### src/rtl/pixel_stream_source.sv
// pixel_stream_source
//   Transmit end of the pixel-stream interface feeding the detection pipeline.
//   Generates FRAME_WIDTH x FRAME_HEIGHT raster timing with V and H blanking,
//   sourcing pixels either from an upstream valid/ready port or from a
//   built-in test pattern (colour bars, gray ramp, checkerboard).
//
//   State table:
//     state  | meaning
//     IDLE   | no frame in progress; waits for run
//     VBLANK | frame blanking, V_BLANK*(FRAME_WIDTH+H_BLANK) cycles
//     HBLANK | line blanking, H_BLANK cycles before each active line
//     ACTIVE | emitting FRAME_WIDTH pixels (stalls on upstream gaps)
//
// Ports
//   clk        in   clock
//   reset_n    in   asynchronous active-low reset
//   run        in   level; frames repeat back to back while high
//   src_sel    in   0=upstream, 1=colour bars, 2=gray ramp, 3=checkerboard
//   s_data     in   upstream pixel (R=[7:0], G=[15:8], B=[23:16])
//   s_valid    in   upstream pixel valid
//   s_ready    out  upstream pixel accepted when s_valid && s_ready
//   en         out  pixel strobe
//   hsync      out  pulse on first cycle of each line's H blank
//   vsync      out  pulse on first cycle of frame V blank
//   data       out  pixel, zero when en is low
//   frame_done out  pulse with the en of the last pixel of a frame
module pixel_stream_source #(
  parameter int FRAME_WIDTH  = 640,
  parameter int FRAME_HEIGHT = 480,
  parameter int H_BLANK      = 16,
  parameter int V_BLANK      = 2,
  parameter int PIXEL_SIZE   = 24
) (
  input  logic                  clk,
  input  logic                  reset_n,
  input  logic                  run,
  input  logic [1:0]            src_sel,
  input  logic [PIXEL_SIZE-1:0] s_data,
  input  logic                  s_valid,
  output logic                  s_ready,
  output logic                  en,
  output logic                  hsync,
  output logic                  vsync,
  output logic [PIXEL_SIZE-1:0] data,
  output logic                  frame_done
);

  typedef enum logic [1:0] {
    IDLE   = 2'd0,
    VBLANK = 2'd1,
    HBLANK = 2'd2,
    ACTIVE = 2'd3
  } state_t;

  // Blank timers are down-counters loaded with (length-1); terminal count is 0.
  localparam logic [31:0] VB_LOAD = 32'(V_BLANK * (FRAME_WIDTH + H_BLANK) - 1);
  localparam logic [31:0] HB_LOAD = 32'(H_BLANK - 1);
  localparam logic [15:0] X_LAST  = 16'(FRAME_WIDTH - 1);
  localparam logic [15:0] Y_LAST  = 16'(FRAME_HEIGHT - 1);
  localparam logic [15:0] BAR_W   = 16'(FRAME_WIDTH / 8);

  state_t      state_q, state_d;
  logic [31:0] cnt_q, cnt_d;
  logic [15:0] x_q, x_d;
  logic [15:0] y_q, y_d;
  logic [1:0]  sel_q, sel_d;

  logic        pix_go;
  logic        line_end;
  logic        frame_end;
  logic        hs_first;
  logic        vs_first;
  logic [2:0]  bar;
  logic [23:0] pat;
  logic [PIXEL_SIZE-1:0] pix;

  // Pattern sources never stall; upstream advances only on a handshake.
  assign s_ready   = (state_q == ACTIVE) && (sel_q == 2'd0);
  assign pix_go    = (state_q == ACTIVE) && ((sel_q != 2'd0) || s_valid);
  assign line_end  = pix_go && (x_q == X_LAST);
  assign frame_end = line_end && (y_q == Y_LAST);

  // Timers start at their load value, so the load value marks the first cycle.
  assign hs_first  = (state_q == HBLANK) && (cnt_q == HB_LOAD);
  assign vs_first  = (state_q == VBLANK) && (cnt_q == VB_LOAD);

  always_comb begin
    state_d = state_q;
    cnt_d   = cnt_q;
    x_d     = x_q;
    y_d     = y_q;
    sel_d   = sel_q;
    case (state_q)
      IDLE: begin
        if (run) begin
          state_d = VBLANK;
          cnt_d   = VB_LOAD;
          sel_d   = src_sel;
        end
      end
      VBLANK: begin
        if (cnt_q == 32'd0) begin
          state_d = HBLANK;
          cnt_d   = HB_LOAD;
        end else begin
          cnt_d = cnt_q - 32'd1;
        end
      end
      HBLANK: begin
        if (cnt_q == 32'd0) begin
          state_d = ACTIVE;
        end else begin
          cnt_d = cnt_q - 32'd1;
        end
      end
      ACTIVE: begin
        if (pix_go) begin
          if (line_end) begin
            x_d = 16'd0;
            if (frame_end) begin
              y_d = 16'd0;
              if (run) begin
                state_d = VBLANK;
                cnt_d   = VB_LOAD;
                sel_d   = src_sel;
              end else begin
                state_d = IDLE;
              end
            end else begin
              y_d     = y_q + 16'd1;
              state_d = HBLANK;
              cnt_d   = HB_LOAD;
            end
          end else begin
            x_d = x_q + 16'd1;
          end
        end
      end
      default: state_d = IDLE;
    endcase
  end

  assign bar = 3'(x_q / BAR_W);

  always_comb begin
    pat = 24'h000000;
    case (sel_q)
      2'd1: begin
        case (bar)
          3'd0:    pat = 24'hFFFFFF;  // white
          3'd1:    pat = 24'h00FFFF;  // yellow
          3'd2:    pat = 24'hFFFF00;  // cyan
          3'd3:    pat = 24'h00FF00;  // green
          3'd4:    pat = 24'hFF00FF;  // magenta
          3'd5:    pat = 24'h0000FF;  // red
          3'd6:    pat = 24'hFF0000;  // blue
          default: pat = 24'h000000;  // black
        endcase
      end
      2'd2:    pat = {3{x_q[7:0]}};
      2'd3:    pat = (x_q[3] ^ y_q[3]) ? 24'hFFFFFF : 24'h000000;
      default: pat = 24'h000000;
    endcase
  end

  assign pix = (sel_q == 2'd0) ? s_data : PIXEL_SIZE'(pat);

  always_ff @(posedge clk or negedge reset_n) begin
    if (!reset_n) begin
      state_q    <= IDLE;
      cnt_q      <= '0;
      x_q        <= '0;
      y_q        <= '0;
      sel_q      <= '0;
      en         <= 1'b0;
      hsync      <= 1'b0;
      vsync      <= 1'b0;
      data       <= '0;
      frame_done <= 1'b0;
    end else begin
      state_q    <= state_d;
      cnt_q      <= cnt_d;
      x_q        <= x_d;
      y_q        <= y_d;
      sel_q      <= sel_d;
      en         <= pix_go;
      hsync      <= hs_first;
      vsync      <= vs_first;
      data       <= pix_go ? pix : '0;
      frame_done <= frame_end;
    end
  end

endmodule

### config.mk
export PLATFORM = sky130hd
export DESIGN_NAME = pixel_stream_source
export DESIGN_NICKNAME = d
export VERILOG_FILES = /design/src/rtl/pixel_stream_source.sv
export SDC_FILE = /design/constraint.sdc
export NUM_CORES = 1
export LEC_CHECK = 0
export CAP_MARGIN = 20
export CELL_PAD_IN_SITES_DETAIL_PLACEMENT = 2
export CELL_PAD_IN_SITES_GLOBAL_PLACEMENT = 2
export CORE_AREA = 2 2 131 133
export CTS_BUF_LIST = sky130_fd_sc_hd__clkbuf_4 sky130_fd_sc_hd__clkbuf_8 sky130_fd_sc_hd__clkbuf_16
export CTS_CLUSTER_SIZE = 8
export DETAILED_ROUTE_END_ITERATION = 6
export DIE_AREA = 0 0 133 135
export PLACE_DENSITY = 0.89
export SYNTH_ARGS = -nofsm -noshare
export SYNTH_HDL_FRONTEND = slang
export SYNTH_SLANG_ARGS = --single-unit
### constraint.sdc
create_clock -name clk -period 3.95 [get_ports clk]
set_clock_uncertainty 0.2 [all_clocks]
set_input_delay 0.79 -clock clk [delete_from_list [all_inputs] [get_ports clk]]
set_output_delay 0.79 -clock clk [all_outputs]
set_load 0.01 [all_outputs]
### Word level (Yosys, flattened, before mapping)

Index checks and enable logic that the tools add are counted.

| word-level totals | value |
|---|---|
| bits of input ports | 30 |
| memory bits (writable) | 0 |
| output and inout bits | 29 |
| ROM bits | 0 |
| memories kept | 0 |
| bits in registers | 96 |
| latch bits | 0 |

| operators by class | value |
|---|---|
| bitwise logic cells | 1 |
| div/mod/pow operators | 1 |
| multipliers | 0 |
| $add $sub $neg | 3 |
| shift-type cells | 0 |
| reductions and logical operators | 18 |
| equality and inequality tests | 23 |
| magnitude comparators | 0 |
| mux-type cells | 27 |

Operators with widths:

| operator | number |
|---|---|
| 2-to-1 mux 32 bit | 6 |
| case mux 24 bit (7 select lines) | 1 |
| case mux 32 bit (4 select lines) | 1 |
| 2-to-1 mux 24 bit | 3 |
| case mux 24 bit (3 select lines) | 1 |
| adder 16 x 1 -> 16 bit (second input constant) | 2 |
| == test 32 x 11 -> 1 bit (second input constant) | 1 |
| == test 32 x 4 -> 1 bit (second input constant) | 1 |
| zero test 32 bit | 1 |
| 2-to-1 mux 16 bit | 2 |
| subtractor 32 x 1 -> 32 bit (second input constant) | 1 |
| 2-to-1 mux 2 bit | 10 |
| divider 16 x 7 -> 16 bit (second input constant) | 1 |
| == test 16 x 10 -> 1 bit (second input constant) | 1 |
| == test 16 x 9 -> 1 bit (second input constant) | 1 |
| != test 2 bit (second input constant) | 5 |
| == test 3 bit (second input constant) | 3 |
| == test 2 bit (second input constant) | 4 |
| case mux 2 bit (4 select lines) | 1 |
| == test 3 x 2 -> 1 bit (second input constant) | 2 |
| logical AND 1 bit | 6 |
| AND reduction 3 bit | 2 |
| AND reduction 5 bit | 1 |
| == test 2 x 1 -> 1 bit (second input constant) | 2 |
| 11 further kinds | 14 |

### Depth between registers and ports, before layout

| logic depth | value |
|---|---|
| depth in word-level cells | 9 |
| mapped depth | 13 |
| gate-level depth less buffers | 11 |

### Worst setup path after synthesis

OpenSTA, ideal clock, no wires.

| timing | value |
|---|---|
| path type | input -> register |
| from | input s_valid |
| to | register cnt_q[27] |
| required time | 3.618 ns |
| arrival | 2.909 ns |
| slack | 0.710 ns |
| stages on the path | 11 |
| cells stage by stage | o311a_1 > and4_1 > and2_1 > clkbuf_1 > and4_1 > nand2_1 > o21ai_0 > a21o_1 > buf_2 > o21ai_0 > o31ai_1 |

| between the ends | value |
|---|---|
| word-level cells in the longest chain between the ends | 8 |

RTL lines:

| what | line | text |
|---|---|---|
| from (decl) | 39 | `input logic s_valid,` |
| logical OR 1 bit * | 79 | `assign pix_go = (state_q == ACTIVE) && ((sel_q != 2'd0) \|\| s_valid);` |
| logical AND 1 bit * | 79 |  |
| logical AND 1 bit | 80 | `assign line_end = pix_go && (x_q == X_LAST);` |
| logical AND 1 bit | 81 | `assign frame_end = line_end && (y_q == Y_LAST);` |
| 2-to-1 mux 32 bit | 120 | `if (frame_end) begin` |
| 2-to-1 mux 32 bit | 118 | `if (line_end) begin` |
| 2-to-1 mux 32 bit | 117 | `if (pix_go) begin` |
| case mux 32 bit (4 select lines) | 93 | `case (state_q)` |
| to (signal assigned) | 182 | `cnt_q <= cnt_d;` |
| to (decl) | 63 | `logic [31:0] cnt_q, cnt_d;` |

Every way passes the cells marked *; elsewhere a longest branch is shown, timed or not. The select of a mux whose other input is x is not followed.
A chain may end at the register's enable or synchronous reset.

### Worst setup path in the final report

| timing | value |
|---|---|
| from | register x_q[11] |
| to | register data[16] |

| between the ends | value |
|---|---|
| word-level cells in the longest chain between the ends | 6 |

RTL lines:

| what | line | text |
|---|---|---|
| from (decl) | 64 | `logic [15:0] x_q, x_d;` |
| from (signal assigned) | 172 | `x_q <= '0;` |
| from (signal assigned) | 183 | `x_q <= x_d;` |
| divider 16 x 7 -> 16 bit * | 143 | `assign bar = 3'(x_q / BAR_W);` |
| == test 3 bit, or another cell as far along | 149 | `case (bar)` |
| case mux 24 bit (7 select lines) * | 149 |  |
| case mux 24 bit (3 select lines) * | 147 | `case (sel_q)` |
| 2-to-1 mux 24 bit * | 166 | `assign pix = (sel_q == 2'd0) ? s_data : PIXEL_SIZE'(pat);` |
| 2-to-1 mux 24 bit * | 189 | `data <= pix_go ? pix : '0;` |
| to (signal assigned) | 189 |  |
| to (decl) | 44 | `output logic [PIXEL_SIZE-1:0] data,` |

Every way passes the cells marked *; elsewhere a longest branch is shown, timed or not.

==> metrics.md <==
| Metric | Value |
|---|---|
| Relative slew slack | `0.471` |
| Die W | `133 um` |
| Area Growth Syn to Fin | `20.2%` |
| Core Box Area | `~0.016 mm^2` |
| Net Count, Synth | `slightly below 700` |
| Vias/cell | `6.04` |
| Initial Util | `0.345` |
| Initial DRC Count | `319` |
| Standard-cell row count | `47` |
| Top cell type's share of synthesized area | `0.424` |
| Die Footprint | `~0.018 mm^2` |
| Layout cells sized above 1 | `0.121` |
| Internal cell power | `1950 uW` |
| DP Area | `0.00648 mm^2` |
| Gr usage total | `0.259` |
| Critical path required time | `about 4.0 ns` |
| Reg clk slew, reported paths | `0.07 ns` |
| Design area | `0.00681 mm^2` |
| Pwr Density | `437 mW/mm^2` |
| Crit end category | `flip-flop` |
| Top cells by area, synth | `dfrtp_1 42%, o21ai_0 5.9%, nor2_1 4.9%` |
| R2R Setup Slk | `0.18 ns` |
| Yosys top cell by area | `dfrtp_1` |
| Mapped Cells | `637` |
| Terminus of the critical flop-to-flop path | `data[16]` |
| Residual DRC count | `0` |
| Final wirelength | `roughly 23 mm` |
| Crit Path Class | `flip-flop to flip-flop` |
| Largest net degree at the start of global routing | `54` |
| Overall Power | `2980 uW` |
| FMAX | `265 MHz` |
| Fin util | `0.415` |
| Crit path max fanout | `21` |
| CTS Buf Count | `9` |
| Final Worst Setup Slack | `0.179 ns` |
| Synthesized area | `0.00567 mm^2` |
| Global-route wire length before repair | `36.4 mm` |
| Number of enable flip-flop cells after synthesis | `0` |
| Post-synth cell types | `70` |
| Switch share | `0.345` |
| Number of global-route vias before repair | `6216` |
| Slew Viols, Final | `0` |
| NetSw | `1030 uW` |
| Hold WC Path Type | `input port to async pin` |
| Detailed Place HPWL | `14.5 mm` |
| Synth Warn # | `0` |
| Ys flop type | `dfrtp_1` |
| CTS max path bufs | `2` |
| Flops & latches, synth | `96` |
| Final hold slack | `~0.27 ns` |
| Seq/Total Area, Yosys | `0.424` |
| Final number of setup-violating endpoints | `0` |
| Antenna violations before repair | `0` |
| Clk sinks | `96` |
| Final number of hold-violating endpoints | `0` |
| DRT antenna net count | `0` |
| DR WL/cell | `24.7 um` |
| CP arrival | `3.81 ns` |
| Grt ovf | `0` |
| Worst Setup Start Kind | `flip-flop` |
| Via count | `5521` |
| RR Startpoint | `x_q[11]` |
| TritonCTS clock tree | `done` |
| Worst slew pin tran | `0.794 ns` |
| Max-cap violations | `0` |
| P_leak | `approximately 0.0028 uW` |
| Antenna cells | `0` |
| Status | `finished, final reports clean` |
| Ports | `59` |
| Final net count | `roughly 730` |
| Port bufs | `58` |
| Sequential power share | `0.405` |
| Worst R2R Path Depth | `11` |
| GP Congestion | `0.818` |
| Router iterations before antenna repair | `4` |
| Period utilization | `0.955` |
| Combinational Power Share | `0.278` |
| Pre-CTS setup slack | `0.00154 ns` |
| Die span in y | `135 um` |
| Syn Area/Cell | `8.90 um^2` |
| Worst-Skew Late Latency | `approximately 0.36 ns` |
| H-tree depth | `3` |
| Clock Power Share | `0.317` |
| Asr flop ratio synth | `1.00` |
| Root Buffer | `clkbuf_16` |
| Period minus WS final | `between 3 and 4 ns` |
| Max VDD drop | `between 150 and 200 uV` |
## cells in the final DEF (no fill, tap or decap), types with 9 or more instances in the layout
| cell | n |
|---|---|
| or2_2 | 10 |
| clkbuf_16 | 9 |
| nand4_1 | 10 |
| xnor2_1 | 28 |
| nand3_1 | 22 |
| o21ai_0 | 66 |
| buf_4 | 21 |
| nand2_1 | 37 |
| a21oi_1 | 33 |
| inv_1 | 24 |
| clkdlybuf4s50_1 | 57 |
| o221a_2 | 16 |
| dfrtp_1 | 91 |
| nor2_1 | 73 |
| nor3_1 | 23 |
## worst max-delay path: stages, from the launching register on
cell and delay (ns):
dfrtp_4 0.59, or4b_1 0.60, o21ai_1 0.16, a211o_1 0.22, a21oi_1 0.12, a32o_1 0.26
a2111oi_4 0.35, nor3_1 0.15, or4b_1 0.57, o2111ai_2 0.13, buf_4 0.21, a21oi_1 0.09
## logic make-up (layout without fill, tap and decap cells)
kind of cell    Yosys count  after routing  synth area share
simple gates            251            251             0.234
compound gates          183            183             0.219
flops                    96             96             0.424
buf+inv                  62            119            0.0479
xor+xnor                 36             36            0.0556
fa+ha+maj                 6              6            0.0132
mux                       3              3           0.00596
## repair_timing
item,CTS,global route
setup endpoints to repair,0,16
endpoints found under the hold margin,0,0
buffers inserted,0,2
gates resized for setup,0,9
hold buffers,0,0
## cell usage after synthesis, types with 5 or more instances
cell and n:
and2_1 5, a31oi_1 7, nor2b_1 7, xor2_1 8, nor3_1 23, o221a_2 16
buf_2 9, nand2_1 37, o41ai_1 8, and4_1 6, or3_1 7, inv_1 24
dfrtp_1 96, xnor2_1 28, nor3b_1 6, o21ai_0 67, nor4_1 8, a21o_1 6
nand3_1 22, o22ai_1 5, nand4_1 10, nand2b_1 5, ha_1 6, or2_2 10
a21oi_1 34, clkbuf_1 20, and3_1 6, o31ai_1 8, nor2_1 74
## through the flow
stage / cells / setup TNS (ns)
final: 914 / 0
after global routing: 914 / -0.0335
after CTS: 912 / 0
after detailed placement: 896 / 0
after global placement: 896 / 0
after floorplan: 637 / 0
## flip-flops by register name, summed over array words and instances, names as in the netlist
name	count
cnt_q	32
data	24
x_q	16
y_q	16
sel_q	2
state_q	2
en	1
frame_done	1
hsync	1
vsync	1
## layout make-up
class / instances / area (um^2)
clock buffers: 10 / 239
clock inverters: 6 / 65.1
repair buffers: 78 / 728
multi-input cells: 479 / 3000
inverters: 25 / 93.8
well taps: 220 / 275
flip-flops and latches: 96 / 2410
fillers: 1764 / 9600
## power by group through the flow
stage | clock [uW] | sequential, uW | combinational, uW
floorplan | 0 | 1180 | 479
global placement | 0 | 1200 | 716
detailed placement | 0 | 1220 | 780
CTS | 951 | 1200 | 810
global route | 990 | 1220 | 891
finish | 945 | 1200 | 828
## metal layers
metal	global-route usage	up-vias	part of all wire
li1	-	2425	-
met2	0.457	155	0.52
met1	0.309	2892	0.41
met4	0.122	0	0.030
met5	0	-	0
met3	0.0447	49	0.039
## worst max path at each step
stage,from,endpoint
detailed placement,s_valid,cnt_q[8]
floorplan,s_valid,cnt_q[27]
finish,x_q[11],data[16]
global route,x_q[11],data[23]
CTS,x_q[11],data[21]
global placement,x_q[11],data[11]
Power figures use the tool's default switching activity.
